**src/rtl/fifo_pkg.sv**
```systemverilog
// Shared definitions for the 16x8 byte FIFO and its downstream word packer.
package fifo_pkg;

    localparam int unsigned FIFO_DATA_W = 8;
    localparam int unsigned FIFO_DEPTH  = 16;

    typedef enum logic [1:0] {
        REQ  = 2'd0,
        CAP  = 2'd1,
        EMIT = 2'd2
    } packer_state_t;

endpackage

```
**src/rtl/fifo_word_packer.sv**
```systemverilog
// Pops bytes from the byte FIFO and packs them little-endian into words with byte-keep.
// Partial words leave on flush or after an idle timeout with the FIFO empty.
module fifo_word_packer
    import fifo_pkg::*;
#(
    parameter int unsigned BYTES_PER_WORD = 4,
    parameter int unsigned TIMEOUT_CYCLES = 16
) (
    input  logic                          clk,
    input  logic                          reset,
    input  logic                          fifo_empty,
    input  logic [FIFO_DATA_W-1:0]        fifo_dout,
    output logic                          fifo_renb,
    input  logic                          flush,
    output logic                          m_valid,
    input  logic                          m_ready,
    output logic [8*BYTES_PER_WORD-1:0]   m_data,
    output logic [BYTES_PER_WORD-1:0]     m_keep
);

    localparam int unsigned CNT_W  = $clog2(BYTES_PER_WORD + 1);
    // A zero timeout would give a zero-width counter; keep one bit and gate it off instead.
    localparam int unsigned IDLE_W = (TIMEOUT_CYCLES == 0) ? 1 : $clog2(TIMEOUT_CYCLES + 1);

    localparam logic [CNT_W-1:0]  FULL_CNT  = CNT_W'(BYTES_PER_WORD);
    localparam logic [IDLE_W-1:0] IDLE_MAX  = IDLE_W'(TIMEOUT_CYCLES);
    localparam logic [IDLE_W-1:0] IDLE_LAST = IDLE_W'(TIMEOUT_CYCLES - 1);
    localparam bit                TO_EN     = (TIMEOUT_CYCLES != 0);

    packer_state_t                  state_q, state_d;
    logic [CNT_W-1:0]               byte_cnt_q, byte_cnt_d;
    logic [IDLE_W-1:0]              idle_cnt_q, idle_cnt_d;
    logic                           flush_pend_q, flush_pend_d;
    logic [8*BYTES_PER_WORD-1:0]    data_q, data_d;
    logic [BYTES_PER_WORD-1:0]      keep_q, keep_d;
    logic                           timeout;

    assign timeout = TO_EN && (idle_cnt_q == IDLE_LAST);
    assign m_data  = data_q;
    assign m_keep  = keep_q;

    // Next-state, lane capture and handshake outputs.
    always_comb begin
        state_d      = state_q;
        byte_cnt_d   = byte_cnt_q;
        idle_cnt_d   = idle_cnt_q;
        flush_pend_d = flush_pend_q | flush;
        data_d       = data_q;
        keep_d       = keep_q;
        fifo_renb    = 1'b0;
        m_valid      = 1'b0;

        unique case (state_q)
            REQ: begin
                if (byte_cnt_q == FULL_CNT) begin
                    state_d = EMIT;
                end else if (flush_pend_q || timeout) begin
                    if (byte_cnt_q != '0) begin
                        state_d = EMIT;
                    end else begin
                        // Nothing to flush; a flush arriving right now still gets latched.
                        flush_pend_d = flush;
                    end
                end else if (!fifo_empty) begin
                    fifo_renb = 1'b1;
                    state_d   = CAP;
                end
                if ((byte_cnt_q != '0) && fifo_empty && (idle_cnt_q != IDLE_MAX)) begin
                    idle_cnt_d = idle_cnt_q + IDLE_W'(1);
                end
            end
            CAP: begin
                for (int unsigned i = 0; i < BYTES_PER_WORD; i++) begin
                    if (byte_cnt_q == CNT_W'(i)) begin
                        data_d[8*i +: 8] = fifo_dout;
                        keep_d[i]        = 1'b1;
                    end
                end
                byte_cnt_d = byte_cnt_q + CNT_W'(1);
                idle_cnt_d = '0;
                state_d    = (byte_cnt_d == FULL_CNT) ? EMIT : REQ;
            end
            EMIT: begin
                m_valid = 1'b1;
                if (m_ready) begin
                    byte_cnt_d   = '0;
                    idle_cnt_d   = '0;
                    flush_pend_d = 1'b0;
                    data_d       = '0;
                    keep_d       = '0;
                    state_d      = REQ;
                end
            end
            default: begin
                state_d = REQ;
            end
        endcase
    end

    // State registers; reset drops any word held in EMIT.
    always_ff @(posedge clk or posedge reset) begin
        if (reset) begin
            state_q      <= REQ;
            byte_cnt_q   <= '0;
            idle_cnt_q   <= '0;
            flush_pend_q <= 1'b0;
            data_q       <= '0;
            keep_q       <= '0;
        end else begin
            state_q      <= state_d;
            byte_cnt_q   <= byte_cnt_d;
            idle_cnt_q   <= idle_cnt_d;
            flush_pend_q <= flush_pend_d;
            data_q       <= data_d;
            keep_q       <= keep_d;
        end
    end

    // Protocol checks and coverage.
    logic [BYTES_PER_WORD-1:0] keep_inc;
    assign keep_inc = m_keep + BYTES_PER_WORD'(1);

    a_renb_not_consecutive: assert property (@(posedge clk) disable iff (reset)
        fifo_renb |=> !fifo_renb);
    a_renb_not_empty: assert property (@(posedge clk) disable iff (reset)
        fifo_renb |-> !fifo_empty);
    a_out_stable: assert property (@(posedge clk) disable iff (reset)
        (m_valid && !m_ready) |=> ($stable(m_data) && $stable(m_keep)));
    a_keep_contig: assert property (@(posedge clk) disable iff (reset)
        m_valid |-> ((m_keep != '0) && ((keep_inc & m_keep) == '0)));

    c_full_word: cover property (@(posedge clk) disable iff (reset)
        m_valid && m_ready && (&m_keep));
    c_flush_partial: cover property (@(posedge clk) disable iff (reset)
        (state_q == REQ) && flush_pend_q && (byte_cnt_q != '0) && (byte_cnt_q != FULL_CNT));
    c_timeout_partial: cover property (@(posedge clk) disable iff (reset)
        (state_q == REQ) && timeout && !flush_pend_q && (byte_cnt_q != '0));
    c_backpressure: cover property (@(posedge clk) disable iff (reset)
        (m_valid && !m_ready) [*3]);

endmodule

```
**config.mk**
```make
export PLATFORM = sky130hd
export DESIGN_NAME = fifo_word_packer
export DESIGN_NICKNAME = d
export VERILOG_FILES = /design/src/rtl/fifo_pkg.sv /design/src/rtl/fifo_word_packer.sv
export SDC_FILE = /design/constraint.sdc
export NUM_CORES = 1
export LEC_CHECK = 0
export ABC_AREA = 1
export CAP_MARGIN = 20
export CORE_ASPECT_RATIO = 1.4
export CORE_UTILIZATION = 35
export DETAILED_ROUTE_END_ITERATION = 16
export GPL_TIMING_DRIVEN = 0
export MAX_ROUTING_LAYER = met4
export SLEW_MARGIN = 10
export SYNTH_ARGS = -nofsm -noshare
export SYNTH_HDL_FRONTEND = slang
export SYNTH_SLANG_ARGS = --single-unit
```
**constraint.sdc**
```tcl
create_clock -name clk -period 1.9 [get_ports clk]
set_clock_uncertainty 0.15 [all_clocks]
set_input_delay 0.38 -clock clk [delete_from_list [all_inputs] [get_ports clk]]
set_output_delay 0.38 -clock clk [all_outputs]
set_load 0.05 [all_outputs]
```
## After elaboration in Yosys (flattened, before gate mapping)

Cells that the tools add are included.

- Bits in registers: 47
- Bits of input ports: 13
- Output and inout port bits: 38
- Word-level logic and storage cells: 81

- Add/sub/neg operators: 2
- Eq/ne operators: 17
- Mux-type cells: 34
- Bitwise logic cells: 1
- Reductions and logical operators: 15

Operators with widths:

| operator | number |
|---|---|
| 32-bit one-hot mux with 2 select lines | 1 |
| 32-bit two-way mux | 1 |
| 8-bit two-way mux | 4 |
| 3-bit AND reduction | 6 |
| 5-bit one-hot mux with 3 select lines | 1 |
| 1-bit two-way mux | 13 |
| 2-bit two-way mux | 6 |
| 2-bit inequality test, second input constant | 6 |
| 5-bit two-way mux | 2 |
| 4-bit inequality test, second input constant | 2 |
| 4-bit one-hot mux with 2 select lines | 1 |
| 3-bit by 2-bit equality test with 1-bit output, second input constant | 2 |
| 3-bit equality test, second input constant | 2 |
| 2-bit one-hot mux with 3 select lines | 1 |
| 3-bit one-hot mux with 2 select lines | 1 |
| 3-bit nonzero test | 2 |
| 5-bit by 1-bit adder with 5-bit output, second input constant | 1 |
| 5-bit by 4-bit equality test with 1-bit output, second input constant | 1 |
| 5-bit inequality test, second input constant | 1 |
| 4-bit two-way mux | 1 |
| 3-bit by 1-bit adder with 3-bit output, second input constant | 1 |
| 3-bit by 1-bit equality test with 1-bit output, second input constant | 1 |
| 3-bit zero test | 1 |
| 3-bit two-way mux | 1 |
| other kinds (9) | 10 |

## Longest topological paths before layout

Gate-level depths: netlist (run 1).

- Word-level depth: 5
- Mapped depth: 11
- Gate-level depth less buffers: 11

## Least setup slack after synthesis (run 1)

No wires, ideal clock.

- Kind: flip-flop to output port
- From: reg idle_cnt_q[0]
- To: out fifo_renb
- Data arrival time: 2.152 ns
- Data required time: 1.370 ns
- Path slack: -0.782 ns
- Cell stages (with the launch flop): 8
- Path buffers: 0
- Cells stage by stage: dfrtp_1 > ha_1 > nand2_1 > nor2_1 > ha_1 > nor2_1 > nand2_1 > nor3_1

- Word-level cells in the longest chain between the ends: 5

Ends and longest elaborated chain:

| what | RTL line | source |
|---|---|---|
| from (decl) | fifo_word_packer.sv:32 | `logic [IDLE_W-1:0] idle_cnt_q, idle_cnt_d;` |
| from (signal assigned) | fifo_word_packer.sv:112 | `idle_cnt_q <= idle_cnt_d;` |
| 5-bit by 4-bit equality test with 1-bit output | fifo_word_packer.sv:38 | `assign timeout = TO_EN && (idle_cnt_q == IDLE_LAST);` |
| 1-bit logical OR | fifo_word_packer.sv:57 | `end else if (flush_pend_q \|\| timeout) begin` |
| 1-bit two-way mux | fifo_word_packer.sv:57 |  |
| 1-bit two-way mux | fifo_word_packer.sv:55 | `if (byte_cnt_q == FULL_CNT) begin` |
| 1-bit two-way mux | fifo_word_packer.sv:53 | `unique case (state_q)` |
| to (decl) | fifo_word_packer.sv:13 | `output logic fifo_renb,` |

Every way passes these cells.

## Worst setup path after layout (run 1)

Ends and elaborated chain as after synthesis.

==> results of run 1 <==
layout by cell type, fill, tap and decap left out, types with 2 or more instances in the layout:
| cell type | n |
|---|---|
| nand2_1 | 67 |
| dfrtp_1 | 46 |
| dlygate4sd2_1 | 36 |
| inv_1 | 18 |
| nor2_1 | 18 |
| o21ai_1 | 17 |
| clkdlybuf4s50_1 | 12 |
| a21oi_1 | 11 |
| nand3_1 | 10 |
| o21ai_2 | 7 |
| ha_1 | 7 |
| buf_4 | 7 |
| inv_2 | 6 |
| o21ai_0 | 6 |
| buf_6 | 5 |
| clkbuf_8 | 5 |
| nand2_2 | 3 |
| nor2_4 | 3 |
| ha_2 | 3 |
| nand2_4 | 2 |
| nor2_2 | 2 |
| o22ai_1 | 2 |
| ha_4 | 2 |
| bufinv_16 | 2 |
worst min path at each step:
stage	cells past startpoint	endpoint	slack [ns]	from
global route	2	idle_cnt_q[2]$_DFFE_PP0P_	0.20	reset
floorplan	2	idle_cnt_q[4]$_DFFE_PP0P_	0.31	idle_cnt_q[4]$_DFFE_PP0P_
CTS	2	flush_pend_q$_DFF_PP0_	0.17	reset
global placement	2	m_data[15]$_DFFE_PP0P_	0.32	m_data[15]$_DFFE_PP0P_
detailed placement	2	m_data[15]$_DFFE_PP0P_	0.32	m_data[15]$_DFFE_PP0P_
finish	2	flush_pend_q$_DFF_PP0_	0.17	reset
per-layer routing:
metal / vias up / wire length, um / GRT usage (%) / share of wire (%)
li1: 916 / - / - / -
met1: 823 / 2140 / 19.9 / 42
met2: 46 / 2550 / 30.1 / 51
met3: 6 / 280 / 4.07 / 5.6
met4: 0 / 68 / 5.61 / 1.3
met5: - / 0 / - / 0
logic make-up after synthesis:
family | count (synthesis) | synth area share [%]
simple gates | 109 | 20.6
flops | 47 | 53.8
compound gates | 45 | 12.3
buf+inv | 29 | 6.36
fa+ha+maj | 12 | 6.87
flip-flops by register name (all words and copies together) (netlist names):
register      cells
state_q           2
m_data           32
m_keep            4
flush_pend_q      1
idle_cnt_q        5
byte_cnt_q        3
layout make-up:
class | instances | area (sq um) | area share [%]
sequential | 47 | 1180 | 39.2
multi-input combinational | 166 | 943 | 31.4
timing repair buffer | 57 | 519 | 17.3
inverter | 24 | 90.1 | 3.00
tap | 70 | 87.6 | 2.92
clock buffer | 5 | 68.8 | 2.29
clock inverter | 3 | 67.6 | 2.25
buffer | 5 | 50.0 | 1.67
metrics by stage:
stage	cells	setup TNS, ns	util, %	setup slack [ns]
6_report	377	-0.300	50.5	-0.300
5_1_grt	377	-0.577	50.5	-0.398
4_1_cts	375	-0.329	49.6	-0.329
3_5_place_dp	363	-2.03	47.3	-0.759
3_3_place_gp	362	-36.34	47.0	-0.763
2_1_floorplan	242	-0.153	-	-0.153
synthesized netlist by cell type:
cell       n
o22ai_1    2
o21ai_0    6
a21oi_4    1
nand2_4    2
nor3_1     2
inv_2      4
nor2_2     1
dfrtp_1   47
ha_1      12
nor2_1    22
nand3_1   10
a21oi_1   11
nand2_2    1
nand2_1   69
o21ai_2    7
nor3b_1    1
inv_1     20
a21oi_2    1
nand4_1    1
o21ai_1   17
buf_6      4
clkbuf_1   1
what timing repair did:
| action | 4_1_cts | 5_1_grt |
|---|---|---|
| hold buffers | 0 | 0 |
| setup buffers | 4 | 2 |
| gates resized for setup | 55 | 9 |
| pin swaps | 4 | 1 |
| setup endpoints to repair | 60 | 34 |
==> run_results.csv, run 1 <==
group,metric,value,unit
outcome,status,"complete, but fails checks",
outcome,violations,"negative setup slack",
global_route,grt_antenna_before_repair,0,
setup_path,r2r_setup_slack,0.01,ns
global_route,grt-ovfl-total,0,
placement,dp_hpwl,3730,um
placement,placed_cell_area,2810,sq um
final_layout,diodes,0,
die,start_util,36.7,%
cts,cts_sinks,47,
die,dieArea,6570,sq um
placement,io_buffers,50,
detailed_routing,first_iter_violations,125,
detailed_routing,drt_pre_antenna_iters,4,
setup_path,required,1.37,ns
die,io_pins,51,
setup_path,critical_path.cell_chain,"ha_2 > nand2_2 > nor2_2 > ha_2 > nor2_4 > nand2_2 > nor3_4 > buf_6",
cts,clkLatencyLatePin,0.30,ns
setup_path,worstSetupStartpoint,"idle_cnt_q[0]$_DFFE_PP0P_",
cts,cts.reportedPaths.clkPinSlew,0.09,ns
setup_path,path_max_fanout,2,
sta,max_freq,455,MHz
setup_path,r2r-start,"idle_cnt_q[0]$_DFFE_PP0P_",
job,maxCapViolCount,0,
die,core.rowCount,33,
setup_path,start_kind,"flop",
synthesis,yosys_warnings,0,
sta,hold_viol_final,0,
synthesis,synth_area_leaders,"dfrtp_1, nand2_1, ha_1",
sta,fin_crit,2.20,ns
global_route,grt_pass1_wl,8220,um
detailed_routing,wire_per_inst,13.4,um
setup_path,critical_path.top_delay_family,"simple AND/OR/NAND/NOR gates",
setup_path,critPathMaxStageDelay,0.39,ns
global_route,grt_usage,17.6,%
die,core,5950,sq um
cts,htreeDepth,2,
final_layout,final_net_count,331,
hold_path,hp-class,"input pin to asynchronous set/reset pin",
setup_path,path_buf_inv,1,
synthesis,synth_top_area_cell,"dfrtp_1",
setup_path,cpMaxStageDelayCell,"dfrtp_1",
cts,cts_buffer_depth,2,
synthesis,syn_nets,267,
detailed_routing,viasPerCell,4.75,
sta,grt_setup_unrepaired,"true",
synthesis,yosys_register_bits,47,
setup_path,crit_arrival,1.67,ns
setup_path,crit_path_end,"fifo_renb",
die,die_h,95.5,um
setup_path,end_kind,"output pin",
detailed_routing,ant_nets,0,
global_route,grt_max_degree,38,
setup_path,path_depth,8,
placement,gp_congestion,0.818,
detailed_routing,post-route-drc-count,0,
sta,whs,0.170,ns
synthesis,netlist_area,2180,sq um
final_layout,area_growth_syn_to_layout,37.5,%
sta,setup_slack,-0.300,ns
sta,slew_viol_final,0,
sta,tightest_slew,0.516,ns
setup_path,rr_worst_depth,13,
final_layout,n_fill_cell,595,
setup_path,worst-setup-path-type,"flop to output pin",
final_layout,drive_above_1_share,17.6,%
sta,setup_viol,1,
die,die_w,68.8,um
cts,cts_tree,"done",
synthesis,ys_types,22,
sta,slew_headroom,65.7,%
setup_path,r2r-end,"state_q[0]$_DFFE_PP0P_",
detailed_routing,vias,1791,
cts,root_buffer,"clkbuf_8",
synthesis,avgSynthCellArea,9.03,sq um
synthesis,yosysSeqAreaShare,53.8,%
global_route,grt_pass1_vias,1705,
synthesis,synth_top_area_share,53.8,%
detailed_routing,routed_wl,5040,um
final_layout,design_area,3000,sq um
cts,cts_buffers,5,
synthesis,synthCells,242,
sta,fin_crit_sh,116,%
Power of run 1 is left out: the tool's default activity adds up to more than one toggle a clock period on the data nets, which glitch-free logic cannot reach.
==> inputs of run 2 (changes only) <==
- CORE_ASPECT_RATIO: 1.4 -> unset
- CORE_UTILIZATION: 35 -> 45
- DONT_BUFFER_PORTS: unset -> 1
==> run 2 against run 1 <==
  * The run still ends with negative setup slack left
  * Critical path depth down 1
  * Hold slack worse by 0.10 ns
  * Maximum frequency down 4.0%
  * First-iteration DRC count down 61%
  * Core utilization up 11 points
  * Register-to-register slack worse by 0.09 ns
  * Design area down 8.2%
  * Cell count down 15%
  * Setup slack worse by 0.093 ns
==> run_results.csv, run 2 (synthesis results as in run 1) <==
group,metric,value,unit
final_layout,largest_register_ffs,32,
detailed_routing,vias,1695,
outcome,violations,"negative setup slack",
cts,cts_buffer_depth,2,
setup_path,r2r-end,"m_data[17]$_DFFE_PP0P_",
die,die_w,71.7,um
sta,hold_viol_final,0,
setup_path,critical_path.top_delay_family,"simple AND/OR/NAND/NOR gates",
setup_path,rr_worst_depth,11,
global_route,grt_usage,20.3,%
cts,cts.reportedPaths.clkPinSlew,0.08,ns
setup_path,crit_path_end,"fifo_renb",
global_route,grt_pass1_wl,7690,um
job,maxCapViolCount,0,
detailed_routing,ant_nets,0,
die,die_h,71.7,um
final_layout,seq_area,1180,sq um
setup_path,start_kind,"flop",
final_layout,area_growth_syn_to_layout,26.2,%
setup_path,crit_arrival,1.76,ns
final_layout,multiInputGateArea,1080,sq um
detailed_routing,first_iter_violations,49,
global_route,grt-ovfl-total,0,
final_layout,diodes,0,
setup_path,path_max_fanout,2,
global_route,grt_pass1_vias,1574,
placement,pre_cts_ws,-0.243,ns
cts,cts_tree,"done",
sta,slew_headroom,63.6,%
sta,setup_slack,-0.393,ns
die,dieArea,5140,sq um
setup_path,critical_path.cell_chain,"ha_2 > nand2_2 > nor2_2 > ha_2 > nor2_4 > nand2_2 > nor3_4",
setup_path,r2r_setup_slack,-0.08,ns
final_layout,n_fill_cell,390,
final_layout,finalNonFillerCells,319,
sta,max_freq,436,MHz
setup_path,path_depth,7,
hold_path,hp-class,"input pin to flop",
detailed_routing,post-route-drc-count,0,
final_layout,final_cell_mix,"nand2_1, dfrtp_1, inv_1",
sta,tightest_slew,0.546,ns
sta,grt_setup_unrepaired,"true",
global_route,grt_antenna_before_repair,0,
setup_path,worst-setup-path-type,"flop to output pin",
cts,cts_buffers,5,
cts,clkLatencyLatePin,0.30,ns
sta,setup_viol,17,
setup_path,end_kind,"output pin",
cts,htreeDepth,2,
die,core.rowCount,24,
die,start_util,48.5,%
die,core,4500,sq um
detailed_routing,routed_wl,4990,um
setup_path,required,1.37,ns
final_layout,final_common_cell,"nand2_1",
setup_path,r2r-start,"state_q[0]$_DFFE_PP0P_",
final_layout,final_net_count,292,
setup_path,path_buf_inv,0,
placement,gp_congestion,0.731,
final_layout,utilization,61.2,%
setup_path,cpMaxStageDelayCell,"nor3_4",
outcome,status,"complete, but fails checks",
cts,root_buffer,"clkbuf_8",
cts,cts_sinks,47,
detailed_routing,viasPerCell,5.31,
sta,fin_crit_sh,121,%
sta,fin_crit,2.29,ns
die,io_pins,51,
detailed_routing,drt_pre_antenna_iters,4,
final_layout,drive_above_1_share,32.6,%
placement,dp_cells,295,
placement,dp_hpwl,3330,um
setup_path,worstSetupStartpoint,"idle_cnt_q[0]$_DFFE_PP0P_",
placement,io_buffers,0,
sta,slew_viol_final,0,
setup_path,critPathMaxStageDelay,0.42,ns
detailed_routing,wire_per_inst,15.6,um
global_route,grt_max_degree,35,
==> run 2: cell types whose count changed in the layout (fill, tap and decap cells not counted), moves of 6 or more <==
cell | before | now
nand2_4 | 2 | 8
nand2_1 | 67 | 50
nand2_2 | 3 | 13
clkdlybuf4s50_1 | 12 | 0
dlygate4sd2_1 | 36 | 0
==> run 2: area by class of cell <==
cell class	instances	area share, %
repair inverters	2	0.454
multi-input cells	167	39.0
clock inverters	2	0.499
well taps	52	2.36
flip-flops and latches	47	42.7
inverters	24	3.90
plain buffers	3	1.23
repair buffers	17	7.35
clock buffers	5	2.50
==> run 2: how the worst min path moves through the flow <==
| stage | start | end | slack [ns] | cells after the start |
|---|---|---|---|---|
| after floorplan | idle_cnt_q[4]$_DFFE_PP0P_ | idle_cnt_q[4]$_DFFE_PP0P_ | 0.31 | 2 |
| after global placement | idle_cnt_q[4]$_DFFE_PP0P_ | idle_cnt_q[4]$_DFFE_PP0P_ | 0.34 | 2 |
| after detailed placement | reset | m_data[29]$_DFFE_PP0P_ | 0.10 | 1 |
| after CTS | flush | flush_pend_q$_DFF_PP0_ | 0.05 | 2 |
| after global routing | flush | flush_pend_q$_DFF_PP0_ | 0.07 | 2 |
| final | flush | flush_pend_q$_DFF_PP0_ | 0.07 | 2 |
==> run 2: routing by layer <==
layer	wire, um	vias to the layer above	GRT usage, %
met2	2350	38	29.1
li1	-	836	-
met4	48	0	5.45
met5	0	-	-
met3	243	5	6.33
met1	2340	816	27.9
==> run 2: per-stage QoR <==
stage	setup TNS, ns	cell area [sq um]	hold WS, ns
floorplan	-0.153	2210	0.314
CTS	-0.439	2440	0.0549
finish	-0.875	2760	0.0667
global route	-3.08	2760	0.0745
global placement	-21.17	2270	0.336
detailed placement	-6.41	2290	0.101
==> run 2: what timing repair did <==
action,in CTS,in global routing
endpoints found under the hold margin,13,0
resized for setup,7,68
pin swaps,2,5
hold buffers,1,0
buffers inserted,5,9
gates cloned,0,4
setup endpoints to repair,45,40
Power of run 2 is left out for the same reason.
==> inputs of run 3 (changes only) <==
- clock period: 1.9 -> 2.39 ns (I/O delays scaled with it)
==> run 3 against run 2 <==
  * Cell count decreased by 3.4%
  * Flip-flop and latch count unchanged
  * First-iteration DRC count increased by 86%
  * Core utilization decreased by 7.0 points
  * Critical path depth unchanged
  * Design area decreased by 11%
  * Register-to-register slack improved by 0.37 ns
  * Via count decreased by 5.4%
  * Non-clock buffer count decreased by 9
  * The flow still finishes with violations (negative setup slack)
  * Clock-buffer cell count increased by 1
  * Setup slack improved by 0.36 ns
  * Hold slack improved by 0.078 ns
==> run_results.csv, run 3 (synthesis results as in run 1) <==
group,metric,value,unit
global_route,grt_max_degree,26,
global_route,grt-ovfl-total,0,
die,core,4500,sq um
detailed_routing,viasPerCell,5.21,
setup_path,cpMaxStageDelayCell,"nor3_4",
setup_path,worst-setup-path-type,"flop to output pin",
sta,grt_setup_unrepaired,"true",
hold_path,hold_depth,2,
setup_path,rr_worst_depth,9,
job,maxCapViolCount,0,
setup_path,path_buf_inv,0,
cts,cts_buffer_depth,2,
detailed_routing,routed_wl,4920,um
final_layout,area_growth_syn_to_layout,11.8,%
final_layout,seq_area,1180,sq um
outcome,violations,"negative setup slack",
sta,whs,0.145,ns
cts,cts_tree,"done",
sta,fin_crit_sh,101,%
sta,slew_viol_final,0,
final_layout,final_cell_mix,"nand2_1, dfrtp_1, nor2_1",
placement,dp_hpwl,3350,um
cts,cts_sinks,47,
die,die_h,71.7,um
detailed_routing,wl_met1,2440,um
sta,hold_viol_final,0,
cts,htreeDepth,2,
final_layout,final_common_cell,"nand2_1",
placement,io_buffers,0,
sta,setup_slack,-0.0322,ns
global_route,grt_pass1_vias,1494,
detailed_routing,wl_met2,2130,um
sta,fin_crit,2.42,ns
final_layout,multiInputGateArea,903,sq um
sta,slew_headroom,64.7,%
final_layout,largest_register_ffs,32,
setup_path,critPathMaxStageDelay,0.42,ns
final_layout,n_fill_cell,418,
die,core.rowCount,24,
sta,max_freq,413,MHz
die,dieArea,5140,sq um
global_route,grt_antenna_before_repair,0,
setup_path,critical_path.cell_chain,"ha_2 > nand2_2 > nor2_2 > ha_2 > nor2_4 > nand2_2 > nor3_4",
detailed_routing,first_iter_violations,91,
final_layout,final_net_count,280,
setup_path,path_max_fanout,2,
die,start_util,48.5,%
sta,tightest_slew,0.528,ns
global_route,grt_pass1_wl,7650,um
placement,gp_congestion,0.737,
detailed_routing,wire_per_inst,16.0,um
final_layout,drive_above_1_share,16.8,%
detailed_routing,wl_met3,302,um
die,die_w,71.7,um
setup_path,crit_arrival,1.79,ns
die,io_pins,51,
setup_path,required,1.76,ns
detailed_routing,top_layer,"met4",
sta,setup_viol,1,
detailed_routing,vias,1604,
hold_path,hp-class,"input pin to flop",
cts,cts.reportedPaths.clkPinSlew,0.09,ns
setup_path,start_kind,"flop",
detailed_routing,drt_pre_antenna_iters,4,
setup_path,end_kind,"output pin",
detailed_routing,post-route-drc-count,0,
cts,clkLatencyLatePin,0.30,ns
setup_path,critical_path.top_delay_family,"simple AND/OR/NAND/NOR gates",
final_layout,diodes,0,
cts,root_buffer,"clkbuf_8",
setup_path,path_depth,7,
outcome,status,"complete, but fails checks",
global_route,grt_usage,20.7,%
detailed_routing,ant_nets,0,
cts,cts_buffers,5,
## run 3: cell count changes in the layout (fill, tap and decap cells not counted), moves of 4 or more
cell / change
nor2_4: -4
o21ai_2: -4
nand2_1: +17
nor2_1: +6
nand2_2: -10
buf_6: -5
nand2_4: -6
inv_4: -4
## run 3: final cells by class
class	count	area share [%]
repair buffers	6	2.46
clock inverters	2	0.666
multi-input cells	166	37.0
plain buffers	5	2.00
clock buffers	6	3.38
inverters	24	3.69
well taps	52	2.66
flip-flops and latches	47	48.2
## run 3: worst paths after layout
check / slack (ns) / from / end
setup / recovery: -0.03 / idle_cnt_q[0]$_DFFE_PP0P_ / fifo_renb
hold / removal: 0.14 / flush / flush_pend_q$_DFF_PP0_
setup reg to reg: 0.29 / state_q[0]$_DFFE_PP0P_ / m_data[24]$_DFFE_PP0P_
hold reg to reg: 0.37 / idle_cnt_q[4]$_DFFE_PP0P_ / idle_cnt_q[4]$_DFFE_PP0P_
max in group asynchronous: 1.07 / reset / state_q[0]$_DFFE_PP0P_
min in group asynchronous: 0.51 / reset / m_data[28]$_DFFE_PP0P_
## run 3: worst register-to-register path, cell delays in order, from the launching register on
cell and delay, ns:
dfrtp_1 0.41, inv_1 0.09, ha_2 0.44, inv_1 0.15, nand2_2 0.10, nand2_4 0.08
a21oi_4 0.26, buf_6 0.20, nor2_2 0.05, a21oi_2 0.11
## run 3: timing repair
item                       in CTS  in global routing
hold endpoints to repair       22                  0
hold buffers                    1                  0
setup endpoints to repair       4                  1
gates resized for setup         7                  2
cloned                          0                  0
pin swaps                       3                  2
setup buffers                   3                  1
## run 3: routing by layer
metal,up-vias,track usage [%]
met3,5,6.33
met5,-,-
met1,753,30.0
li1,800,-
met4,0,5.23
met2,46,28.1
## run 3: metrics by stage
stage | instance area [sq um] | worst slack (ns) | instances | util [%] | TNS, ns
final | 2440 | -0.0322 | 308 | 54.2 | -0.0322
after global routing | 2440 | -0.106 | 308 | 54.2 | -0.106
after floorplan | 2190 | 0.0342 | 242 | - | 0
after global placement | 2250 | -0.0769 | 294 | 50.1 | -0.0769
after detailed placement | 2270 | -0.0967 | 295 | 50.5 | -0.0967
after CTS | 2430 | -0.0943 | 307 | 53.9 | -0.0943
Power of run 3 is left out for the same reason.
